<file path="config.mk">
export PLATFORM = sky130hd
export DESIGN_NAME = mem_access_unit
export DESIGN_NICKNAME = d
export VERILOG_FILES = /design/src/rtl/mem_pkg.sv /design/src/rtl/mem_addr_check.sv /design/src/rtl/mem_access_unit.sv
export SDC_FILE = /design/constraint.sdc
export NUM_CORES = 1
export LEC_CHECK = 0
export CORE_MARGIN = 3
export CORE_UTILIZATION = 50
export CTS_CLUSTER_SIZE = 16
export DETAILED_ROUTE_END_ITERATION = 8
export GPL_ROUTABILITY_DRIVEN = 0
export PLACE_DENSITY = 0.92
export SLEW_MARGIN = 10
export SYNTH_ARGS = -nofsm -noshare
export SYNTH_HDL_FRONTEND = slang
export SYNTH_SLANG_ARGS = --single-unit
export TNS_END_PERCENT = 50
</file>
<file path="constraint.sdc">
create_clock -name clk -period 6.29 [get_ports clk]
set_clock_uncertainty 0.05 [all_clocks]
set_input_delay 1.258 -clock clk [delete_from_list [all_inputs] [get_ports clk]]
set_output_delay 1.258 -clock clk [all_outputs]
set_load 0.02 [all_outputs]
</file>
<file path="src/rtl/mem_pkg.sv">
`default_nettype none
// ============================================================================
// Module   : mem_pkg
// Brief    : Shared types and constants for the memory-stage access sequencer.
// Revision : 1.0 - initial release
// ============================================================================
package mem_pkg;

    localparam int ADDR_W_DEF = 32;
    localparam int DATA_W_DEF = 16;

    // Access size as carried by req_double
    localparam logic SZ_WORD  = 1'b0;
    localparam logic SZ_DWORD = 1'b1;

    typedef enum logic [0:0] {
        ST_IDLE   = 1'b0,
        ST_SECOND = 1'b1
    } mau_state_t;

endpackage : mem_pkg
`default_nettype wire

</file>
<file path="src/rtl/mem_addr_check.sv">
`default_nettype none
// ============================================================================
// Module   : mem_addr_check
// Brief    : Combinational word-address range check (addr < DEPTH).
// Revision : 1.0 - initial release
// ============================================================================
module mem_addr_check #(
    parameter int ADDR_W = 32,
    parameter int DEPTH  = 32
) (
    input  logic [ADDR_W-1:0] addr,
    output logic              in_range
);

    // One extra bit so a DEPTH equal to 2^ADDR_W still compares correctly
    localparam logic [ADDR_W:0] c_limit = (ADDR_W+1)'(DEPTH);

    assign in_range = ({1'b0, addr} < c_limit);

endmodule : mem_addr_check
`default_nettype wire

</file>
<file path="src/rtl/mem_access_unit.sv">
`default_nettype none
// ============================================================================
// Module   : mem_access_unit
// Brief    : Memory-stage sequencer; splits 32-bit accesses into two 16-bit
//            memory cycles and returns assembled load data to MEM/WB.
// Revision : 1.0 - initial release
// ============================================================================
module mem_access_unit
    import mem_pkg::*;
#(
    parameter int ADDR_W = ADDR_W_DEF,
    parameter int DATA_W = DATA_W_DEF,
    parameter int DEPTH  = 32
) (
    input  logic                  clk,
    input  logic                  rst,
    input  logic                  req_valid,
    input  logic                  req_write,
    input  logic                  req_double,
    input  logic [ADDR_W-1:0]     req_addr,
    input  logic [2*DATA_W-1:0]   req_wdata,
    output logic                  mem_rd,
    output logic                  mem_wr,
    output logic [ADDR_W-1:0]     mem_addr,
    output logic [DATA_W-1:0]     mem_wdata,
    input  logic [DATA_W-1:0]     mem_rdata,
    output logic                  stall,
    output logic                  resp_valid,
    output logic [2*DATA_W-1:0]   resp_rdata,
    output logic                  resp_err
);

    mau_state_t          r_state;
    mau_state_t          w_state_next;

    logic [ADDR_W-1:0]   r_addr2;
    logic                r_write;
    logic [DATA_W-1:0]   r_lo_wdata;
    logic [DATA_W-1:0]   r_hi_rdata;
    logic                r_err;

    logic                w_ok_live;
    logic                w_ok_lat;
    logic                w_accept;
    logic                w_is_dword;
    logic [DATA_W-1:0]   w_rword_live;
    logic [DATA_W-1:0]   w_rword_lat;

    mem_addr_check #(
        .ADDR_W (ADDR_W),
        .DEPTH  (DEPTH)
    ) u_chk_live (
        .addr     (req_addr),
        .in_range (w_ok_live)
    );

    mem_addr_check #(
        .ADDR_W (ADDR_W),
        .DEPTH  (DEPTH)
    ) u_chk_lat (
        .addr     (r_addr2),
        .in_range (w_ok_lat)
    );

    assign w_is_dword = (req_double == SZ_DWORD);

    // Out-of-range words read back as zero regardless of what the bus returns
    assign w_rword_live = w_ok_live ? mem_rdata : '0;
    assign w_rword_lat  = w_ok_lat  ? mem_rdata : '0;

    always_ff @(posedge clk or negedge rst) begin
        if (!rst) begin
            r_state <= ST_IDLE;
        end else begin
            r_state <= w_state_next;
        end
    end

    always_comb begin
        w_state_next = r_state;
        w_accept     = 1'b0;
        mem_rd       = 1'b0;
        mem_wr       = 1'b0;
        mem_addr     = '0;
        mem_wdata    = '0;
        stall        = 1'b0;
        if (rst) begin
            case (r_state)
                ST_IDLE: begin
                    if (req_valid) begin
                        w_accept  = 1'b1;
                        mem_addr  = req_addr;
                        mem_rd    = !req_write && w_ok_live;
                        mem_wr    = req_write && w_ok_live;
                        mem_wdata = w_is_dword ? req_wdata[2*DATA_W-1:DATA_W]
                                               : req_wdata[DATA_W-1:0];
                        if (w_is_dword) begin
                            stall        = 1'b1;
                            w_state_next = ST_SECOND;
                        end
                    end
                end
                ST_SECOND: begin
                    mem_addr     = r_addr2;
                    mem_wdata    = r_lo_wdata;
                    mem_rd       = !r_write && w_ok_lat;
                    mem_wr       = r_write && w_ok_lat;
                    w_state_next = ST_IDLE;
                end
                default: w_state_next = ST_IDLE;
            endcase
        end
    end

    always_ff @(posedge clk or negedge rst) begin
        if (!rst) begin
            r_addr2    <= '0;
            r_write    <= 1'b0;
            r_lo_wdata <= '0;
            r_hi_rdata <= '0;
            r_err      <= 1'b0;
            resp_valid <= 1'b0;
            resp_rdata <= '0;
            resp_err   <= 1'b0;
        end else begin
            resp_valid <= 1'b0;
            resp_err   <= 1'b0;
            if (w_accept) begin
                if (w_is_dword) begin
                    r_addr2    <= req_addr + ADDR_W'(1);
                    r_write    <= req_write;
                    r_lo_wdata <= req_wdata[DATA_W-1:0];
                    r_hi_rdata <= w_rword_live;
                    r_err      <= !w_ok_live;
                end else begin
                    resp_err <= !w_ok_live;
                    if (!req_write) begin
                        resp_valid <= 1'b1;
                        resp_rdata <= {{DATA_W{1'b0}}, w_rword_live};
                    end
                end
            end else if (r_state == ST_SECOND) begin
                resp_err <= r_err || !w_ok_lat;
                if (!r_write) begin
                    resp_valid <= 1'b1;
                    resp_rdata <= {r_hi_rdata, w_rword_lat};
                end
            end
        end
    end

endmodule : mem_access_unit
`default_nettype wire

</file>
# Yosys cells after proc, flatten, opt, wreduce, memory -nomap -nowiden
# Index checks and enable logic that the tools add are counted.
totals:
  out_inout_bits: 85
  elab_cells: 64
  reg_bits: 101
  inputBits: 85
op_classes:
  order_cmp: 2
  bitwise_logic: 1
  muxes: 36
  eq_ne: 3
  add_sub_neg: 1
  n_reduce_logical: 12
ops:
  columns: ["cell", "n"]
  rows:
  - ["2-to-1 mux 32 bit", 7]
  - ["2-to-1 mux 16 bit", 5]
  - ["< comparator 32 x 6 -> 1 bit (second input constant)", 2]
  - ["case mux 32 bit (2 select lines)", 1]
  - ["adder 32 x 1 -> 32 bit (second input constant)", 1]
  - ["case mux 16 bit (2 select lines)", 1]
  - ["2-to-1 mux 1 bit", 19]
  - ["case mux 1 bit (2 select lines)", 3]
  - ["logical AND 1 bit", 4]
  - ["zero test 1 bit", 4]
  - ["inequality test 2 bit (second input constant)", 2]
  - ["AND reduction 4 bit", 1]
  - ["inequality test 2 x 1 -> 1 bit (second input constant)", 1]
  - ["AND reduction 2 bit", 1]
  - ["nonzero test 2 bit", 1]
  - ["logical OR 1 bit", 1]
  - ["NOT 1 bit", 1]

# Longest topological paths before layout
# Gate-level depths: netlist of the first run.
logic_depth:
  ltp_word: 5
  depth_mapped: 8
  depth_no_buf: 6

# By module
# Synthesis of the first run repeated with hierarchy kept, for this count alone.
unflattened:
  hier_cells: 544
  area_unflattened_um2: 5195.0
by_module_without_submodules:
  columns: ["module", "seq_area_each_um2", "area_per_inst_um2", "cells_per_inst", "instances"]
  rows:
  - ["mem_access_unit", 2527.4, 5067.4, 524, 1]
  - ["mem_addr_check", 0.0, 63.8, 10, 2]

# Worst setup path before layout of the first run
# OpenSTA, ideal clock, no wires.
synth_path:
  path_type: "input -> output"
  start: "input req_addr[5]"
  end: "output mem_wr"
  path_buffers: 2
  slack_ns: 2.141
  t_required_ns: 4.982
  path_stages: 6
  arrival_time_ns: 2.841
  cell_sequence: "buf_2 nor4_1 nand2_1 or3_1 clkbuf_1 o32ai_1"
synth_between:
  elab_chain_cells: 5
synth_rtl:
  columns: ["element", "line_no", "source"]
  rows:
  - ["start, declared", "mem_access_unit.sv:20", "input logic [ADDR_W-1:0] req_addr,"]
  - ["< comparator 32 x 6 -> 1 bit", "mem_addr_check.sv:18", "assign in_range = ({1'b0, addr} < c_limit);"]
  - ["logical AND 1 bit", "mem_access_unit.sv:94", "mem_wr = req_write && w_ok_live;"]
  - ["2-to-1 mux 1 bit", "mem_access_unit.sv:90", "if (req_valid) begin"]
  - ["case mux 1 bit (2 select lines)", "mem_access_unit.sv:88", "case (r_state)"]
  - ["2-to-1 mux 1 bit", "mem_access_unit.sv:87", "if (rst) begin"]
  - ["end, declared", "mem_access_unit.sv:23", "output logic mem_wr,"]
# Every way passes these cells.

# Worst setup path after layout of the first run
layout_path:
  start: "input req_addr[6]"
  end: "output mem_wr"
# Same word-level chain as after synthesis.

==> impl_results.md, run 1 <==
* Slew Viols, Final at 0
* Vias in the first global route at 4871
* Leakage at 2.98 nW
* DRC violations left at 0
* Nature of the critical path startpoint: primary input
* Crit path required time at 4.98 ns
* Setup TNS at 0 ns
* Post-synth net total at 683
* Area leader, netlist: dfrtp_1
* Crit. End Element: output port
* Share of post-route cells with drive strength above 1 at 0.0519
* Die height at 108 um
* Clk sinks at 101
* Clk_lat worst skew at 0.36 ns
* TritonRoute pass-1 iters at 5
* Ports at 170
* Worst-margin pin slew at 1.08 ns
* Final setup violation count at 0
* Final wirelength at 15.2 mm
* Peak supply drop at 135 uV
* Clock Pin Slew Worst Setup and Hold Paths at 0.10 ns
* Synthesized flop and latch total at 101
* CP Class: in2out
* Worst slew margin at 0.280
* Row Count at 36
* First-pass GRT wire length at 24.1 mm
* Inserted Clock Buffers at 9
* Worst R2R Path Depth at 6
* Library cells used by synthesis at 35
* PortBufs at 169
* Minimum clock period after layout at 5.34 ns
* Post-synthesis area per instance at 8.76 um2
* Crit-path max FO at 20
* Register area share after synthesis at 0.483
* Largest net degree at the start of global routing at 100
* R2r setup slk at 3.70 ns
* Antenna cells at 0
* Critical R2R Capture: resp_rdata[0]
* GRT overflow at 0
* Post-route ant nets at 0
* Status: finished, final reports clean
* CTS tree: done
* Initial Utilization at 0.525
* Hold endpoint: r_lo_wdata[4]
* # Post-CTS Setup Buffers at 0
* # nets final at 832
* Initial antenna violation count at 0
* Commonest cells after routing, fill and taps aside: nand2_1 (189), clkdlybuf4s50_1 (168), dfrtp_1 (101), o21ai_0 (78), a22o_1 (39)
* Area of the mapped netlist at 5230 um2
* Die span in x at 108 um
* Commonest non-fill, non-tap cell in the layout: nand2_1
* Worst r2r src: r_state
* Core area at 9950 um2
* RSZ-0062 raised after global routing: false
* Hold buffer count at cts at 0
* Hold Path Class: reg2reg
* Maximum root-to-sink buffer count at 2
* CTS Root Buffer Type: clkbuf_8
* Vias at 5069
* Ys Warns at 0
* Synth top area share at 0.483
* Fillers at 739
* Syn Inst Count at 597
* WL/cell at 17.2 um
* Cts repair resizes at 0
* Fmax at 0.187 GHz
* Worst EP arrival at 4.03 ns
* Hold Fails Final Rpt at 0
* Start point of the worst hold path: r_lo_wdata[4]
* Top cells by area, synth: dfrtp_1 (48%), nand2_1 (14%), o21ai_0 (7.5%)
* Final HPWL DP at 11.0 mm
* Power, Total at 1.51 mW
* Cell Pwr Density at 211 nW/um2
* MaxCap Viol Count at 0
* Drt via density at 5.73
* H-tree depth at 3
* Hold path cells at 2
* Initial drt markers at 350
* Global router's overall resource usage at 0.257
* Die area at 11700 um2
* Area Overhead vs Synth at 37.1%
* Final hold slack at 0.434 ns
* Period utilization at 0.848
==> power by group <==
part,total [mW],internal [mW],switching (mW)
Clock,0.421,0.189,0.232
Sequential,0.767,0.715,0.0514
Combinational,0.323,0.147,0.176
==> logic make-up (layout without fill, tap and decap cells) <==
logic type,Yosys count,in the layout,synth area share
adder cells (fa/ha/maj),1,1,0.00239
AND/OR/NAND/NOR,264,264,0.229
flip-flops,101,101,0.483
XOR/XNOR,30,30,0.0502
buffers and inverters,51,205,0.0440
multiplexers,16,16,0.0306
AO/OA/AOI/OAI,134,134,0.160
==> flip-flops by register name (all words and copies together) (netlist names) <==
signal	flops
r_lo_wdata	16
r_err	1
r_state	1
resp_rdata	32
r_addr2	32
resp_valid	1
r_write	1
r_hi_rdata	16
resp_err	1
==> cell type report <==
class	count	area, um2	area share
clock buffers	9	124	0.0173
repair buffers	176	1740	0.243
inverters	13	48.8	0.00681
clock inverters	7	85.1	0.0119
well taps	133	166	0.0232
multi-input cells	445	2470	0.345
flip-flops and latches	101	2530	0.353
==> metal layers <==
layer  GRT usage  routed length (um)  up-vias
met2       0.421                7390      303
met3      0.0436                1410       36
met1       0.342                6030     2380
li1            -                   -     2350
met5           0                   0        -
met4      0.0992                 375        0
==> through the flow <==
step / util / setup WS [ns] / cells / instance area, um2
6_report: 0.720 / 0.954 / 884 / 7170
5_1_grt: 0.720 / 0.834 / 884 / 7170
2_1_floorplan: - / 2.14 / 597 / 5230
3_5_place_dp: 0.699 / 0.969 / 868 / 6960
4_1_cts: 0.720 / 0.955 / 884 / 7170
3_3_place_gp: 0.699 / 1.04 / 868 / 6960
==> worst max-delay path, cell delays in order <==
cell	delay [ns]
clkdlybuf4s50_1	0.57
nor4_2	0.32
nand4_1	0.17
or3_1	0.69
o32ai_1	0.34
clkdlybuf4s50_1	0.67
==> synthesized netlist by cell type (all sizes together) <==
cell      n
a21oi     1
a22o     39
and2      2
and3      2
and4      5
buf       9
clkbuf   29
clkinv    1
dfrtp   101
ha        1
inv      12
mux2i    16
nand2   190
nand3     9
nand4    11
nor2     10
nor3      8
nor4     18
o21ai    91
o22ai     1
o31a      1
o32ai     1
or2b      1
or3       4
or4       4
xnor2    25
xor2      5
==> worst max path at each step <==
| stage | startpoint | to | slack, ns |
|---|---|---|---|
| 6_report | req_addr[6] | mem_wr | 0.95 |
| 5_1_grt | req_addr[17] | mem_rd | 0.83 |
| 4_1_cts | req_addr[6] | mem_rd | 0.96 |
| 3_5_place_dp | req_addr[6] | mem_rd | 0.97 |
| 3_3_place_gp | req_addr[6] | mem_wr | 1.04 |
| 2_1_floorplan | req_addr[5] | mem_wr | 2.14 |
(Power assumes the default switching activity.)
==> run 2, diff against run 1 <==
--- a/config.mk
+++ b/config.mk
@@ -6,11 +6,11 @@
 export NUM_CORES = 1
 export LEC_CHECK = 0
 export CORE_MARGIN = 3
-export CORE_UTILIZATION = 50
+export CORE_UTILIZATION = 42
 export CTS_CLUSTER_SIZE = 16
 export DETAILED_ROUTE_END_ITERATION = 8
 export GPL_ROUTABILITY_DRIVEN = 0
-export PLACE_DENSITY = 0.92
+export PLACE_DENSITY = 0.83
 export SLEW_MARGIN = 10
 export SYNTH_ARGS = -nofsm -noshare
 export SYNTH_HDL_FRONTEND = slang
==> constraint.sdc (replaced) <==
create_clock -name clk -period 4.6 [get_ports clk]
set_clock_uncertainty 0.05 [all_clocks]
set_input_delay 0.92 -clock clk [delete_from_list [all_inputs] [get_ports clk]]
set_output_delay 0.92 -clock clk [all_outputs]
set_load 0.02 [all_outputs]
==> run 2 against run 1 <==
Effect of this change:
- clock-buffer cell count unchanged
- sequential power up 37%
- hold slack worse by 0.046 ns
- final cell count up 5.1%
- clock power up 88%
- die area up 18%
==> impl_results.md, run 2 (synthesized netlist as in run 1, its figures left out) <==
* Commonest cells after routing, fill and taps aside: nand2_1 (189), clkdlybuf4s50_1 (168), dfrtp_1 (101), o21ai_0 (78), a22o_1 (39)
* Die height at 118 um
* Worst-margin pin slew at 0.887 ns
* Worst slack, placed at 0.291 ns
* Post-route ant nets at 0
* Hold Fails Final Rpt at 0
* Largest net degree at the start of global routing at 100
* Period utilization at 0.938
* # Post-CTS Setup Buffers at 0
* H-tree depth at 3
* Minimum clock period after layout at 4.32 ns
* CP Class: in2out
* Worst slew margin at 0.409
* PortBufs at 169
* Global router's overall resource usage at 0.221
* Peak supply drop at 210 uV
* Status: finished, final reports clean
* Antenna cells at 0
* MaxCap Viol Count at 0
* Worst setup margin at 0.284 ns
* Slew Viols, Final at 0
* Core area at 12100 um2
* Crit-path max FO at 5
* Final HPWL DP at 11.1 mm
* Share of post-route cells with drive strength above 1 at 0.0657
* Worst EP arrival at 3.35 ns
* Final setup violation count at 0
* Vias in the first global route at 5015
* Crit. End Element: output port
* Initial drt markers at 354
* Clock Pin Slew Worst Setup and Hold Paths at 0.07 ns
* # nets final at 842
* Largest regs: r_addr2 (32), resp_rdata (32)
* Ports at 170
* CTS tree: done
* Die area at 13800 um2
* WL/cell at 16.6 um
* Cts repair resizes at 0
* Cell Pwr Density at 308 nW/um2
* Hold Path Class: in2async
* WL met2 at 7.40 mm
* RSZ-0062 raised after global routing: false
* Wire length on met1 at 6.59 mm
* Nature of the critical path startpoint: primary input
* Vias at 5010
* Clk sinks at 101
* Initial Utilization at 0.432
* Final wirelength at 15.4 mm
* CTS Root Buffer Type: clkbuf_16
* Hold buffer count at cts at 0
* Area Overhead vs Synth at 41.9%
* Commonest non-fill, non-tap cell in the layout: nand2_1
* Row Count at 40
* Maximum root-to-sink buffer count at 2
* Highest routed metal layer: met4
* Drt via density at 5.39
* Crit path required time at 3.63 ns
* Fmax at 0.232 GHz
* Inserted Clock Buffers at 9
* Clk_lat worst skew at 0.34 ns
* Die span in x at 118 um
* Setup TNS at 0 ns
* TritonRoute pass-1 iters at 5
* Power, Total at 2.29 mW
* First-pass GRT wire length at 25.3 mm
* Routed met3 length at 1.21 mm
* DRC violations left at 0
* GRT overflow at 0
* Leakage at 3.10 nW
* Initial antenna violation count at 0
==> run 2: changes by cell type in the layout (fill, tap and decap cells not counted), sizes merged <==
| cell | change |
|---|---|
| clkinv | -2 |
| buf | +10 |
| clkinvlp | -1 |
| inv | +3 |
==> run 2: through the flow <==
step                      area, um2  utilization  cells  hold slack, ns
final                          7420        0.613    929           0.388
after global routing           7420        0.613    929           0.387
after CTS                      7390        0.610    928           0.378
after detailed placement       7080        0.584    912           0.412
after global placement         7080        0.584    912           0.405
after floorplan                5230            -    597           0.391
==> run 2: report_power, final <==
group | internal, mW | switching (mW)
Sequential | 0.979 | 0.0681
Clock | 0.437 | 0.355
Combinational | 0.208 | 0.240
Total | 1.62 | 0.663
==> run 2: critical path: stages <==
cell and delay [ns]:
clkdlybuf4s50_1 0.55, nor4_1 0.35, nand2_1 0.14, or3_1 0.45, o32ai_1 0.25, clkdlybuf4s50_1 0.68
==> run 2: worst paths after layout <==
kind,startpoint,endpoint,slack (ns),cells past startpoint
min,rst,r_lo_wdata[12],0.39,1
max,req_addr[28],mem_wr,0.28,6
min reg2reg,r_err,r_err,0.43,2
max reg2reg,r_state,resp_rdata[9],2.08,5
min in group clk,r_err,r_err,0.43,2
max in group asynchronous,rst,r_hi_rdata[5],3.08,3
==> run 2: cell type report <==
cell class / count / area [um2]
multi-input combinational: 445 / 2480
tap: 168 / 210
clock inverter: 7 / 91.3
timing repair buffer: 186 / 1840
sequential: 101 / 2530
clock buffer: 9 / 225
fill: 1039 / 4690
inverter: 13 / 48.8
==> run 2: per-layer routing <==
layer | GRT usage | vias up
met5 | 0 | -
met4 | 0.0498 | 0
met1 | 0.284 | 2347
met3 | 0.0505 | 20
li1 | - | 2388
met2 | 0.382 | 255
==> run 3, diff against run 2 <==
--- a/config.mk
+++ b/config.mk
@@ -10,6 +10,7 @@
 export CTS_CLUSTER_SIZE = 16
 export DETAILED_ROUTE_END_ITERATION = 8
 export GPL_ROUTABILITY_DRIVEN = 0
+export MAX_ROUTING_LAYER = met4
 export PLACE_DENSITY = 0.83
 export SLEW_MARGIN = 10
 export SYNTH_ARGS = -nofsm -noshare
==> run 3 against run 2 <==
Effect of this change:
- routed wire length down 0.29%
- final cell count is 0.11% lower
- via count down 0.78%
- non-clock buffer count down 1
- power hardly changed
- sequential power about the same
- largest cell class unchanged
==> impl_results.md, run 3 (synthesized netlist as in run 1, its figures left out) <==
* Status: finished, final reports clean
* Initial Utilization at 0.432
* Max stage delay cell, worst path: clkdlybuf4s50_1
* Layer with the highest usage: met2
* Inserted Clock Buffers at 9
* # Post-CTS Setup Buffers at 0
* Clock Pin Slew Worst Setup and Hold Paths at 0.07 ns
* Vias at 4971
* Peak supply drop at 210 uV
* Multi-input logic area at 2480 um2
* # nets final at 841
* Crit. End Element: output port
* Die height at 118 um
* PortBufs at 169
* Die area at 13800 um2
* Drt via density at 5.36
* Antenna cells at 0
* Maximum root-to-sink buffer count at 2
* Hold Fails Final Rpt at 0
* Clk_lat worst skew at 0.34 ns
* Post-DP Area at 7080 um2
* Met2 usage at 0.382
* Hold Path Class: in2async
* Share of post-route cells with drive strength above 1 at 0.0645
* Largest regs: r_addr2 (32), resp_rdata (32)
* Final HPWL DP at 11.1 mm
* Worst EP arrival at 3.35 ns
* Post-route ant nets at 0
* Commonest cells after routing, fill and taps aside: nand2_1 (189), clkdlybuf4s50_1 (168), dfrtp_1 (101), o21ai_0 (78), a22o_1 (39)
* DRC violations left at 0
* Fmax at 0.231 GHz
* Setup TNS at 0 ns
* GRT overflow at 0
* Largest net degree at the start of global routing at 100
* CP Class: in2out
* Initial drt markers at 338
* Hold buffer count at cts at 0
* Row Count at 40
* Vias in the first global route at 5005
* Final setup violation count at 0
* Power, Total at 2.29 mW
* Die span in x at 118 um
* Leakage at 3.08 nW
* Global router's overall resource usage at 0.228
* First-pass GRT wire length at 25.4 mm
* Ports at 170
* Worst slew margin at 0.408
* Area Overhead vs Synth at 41.4%
* MaxCap Viol Count at 0
* Minimum clock period after layout at 4.32 ns
* Core area at 12100 um2
* WL/cell at 16.6 um
* Crit-path max FO at 5
* CTS tree: done
* Cts repair resizes at 0
* Sequential cell area at 2530 um2
* Fillers at 1040
* Clk sinks at 101
* Worst-margin pin slew at 0.889 ns
* Commonest non-fill, non-tap cell in the layout: nand2_1
* Worst path cell trace: clkdlybuf4s50_1 > nor4_1 > nand2_1 > or3_1 > o32ai_1 > clkdlybuf4s50_1
* Cell mode on critical path: clkdlybuf4s50_1
* Post-route cell area at 7400 um2
* Slew Viols, Final at 0
* Met1 Use GR at 0.288
* Biggest cell delay along the critical path at 0.67 ns
* Nature of the critical path startpoint: primary input
* H-tree depth at 3
* Final wirelength at 15.4 mm
* Period utilization at 0.940
* RSZ-0062 raised after global routing: false
* TritonRoute pass-1 iters at 5
* Initial antenna violation count at 0
* Crit path required time at 3.63 ns
* Met3 usage in global routing at 0.0457
* Cell Pwr Density at 309 nW/um2
* CTS Root Buffer Type: clkbuf_16
==> run 3: critical path, delay by kind of cell <==
kind                   cells  cell delay [ns]
buffers and inverters      2             1.22
AND/OR/NAND/NOR            3             0.95
AO/OA/AOI/OAI              1             0.25
==> run 3: area by class of cell <==
cell class	instances	share of cell area
multi-input cells	445	0.335
flip-flops and latches	101	0.342
repair buffers	185	0.245
clock inverters	7	0.0123
well taps	168	0.0284
clock buffers	9	0.0304
inverters	13	0.00660
==> run 3: final timing paths <==
kind | end | startpoint | depth (start not counted) | slack (ns)
setup / recovery | mem_wr | req_addr[28] | 6 | 0.28
hold / removal | r_err | rst | 1 | 0.39
setup reg to reg | resp_rdata[9] | r_addr2[31] | 5 | 2.10
hold reg to reg | r_err | r_err | 2 | 0.43
max in group asynchronous | r_addr2[24] | rst | 2 | 3.06
min in group clk | r_err | r_err | 2 | 0.43
==> run 3: power breakdown <==
group          internal (mW)  total (mW)  switching (mW)
registers              0.979        1.05          0.0677
logic                  0.206       0.445           0.239
clock network          0.437       0.794           0.357
==> run 3: metrics by stage <==
stage	utilization	hold slack [ns]	setup slack (ns)	instances
after floorplan	-	0.391	1.13	597
after global placement	0.584	0.405	0.358	912
after detailed placement	0.584	0.412	0.291	912
after CTS	0.610	0.378	0.287	928
after global routing	0.611	0.390	0.133	928
final	0.611	0.390	0.276	928
==> run 3: layer usage <==
| metal | vias to the layer above | wire length (um) |
|---|---|---|
| met5 | - | 0 |
| met4 | 0 | 204 |
| met3 | 20 | 1090 |
| met2 | 225 | 7450 |
| met1 | 2344 | 6620 |
| li1 | 2382 | - |
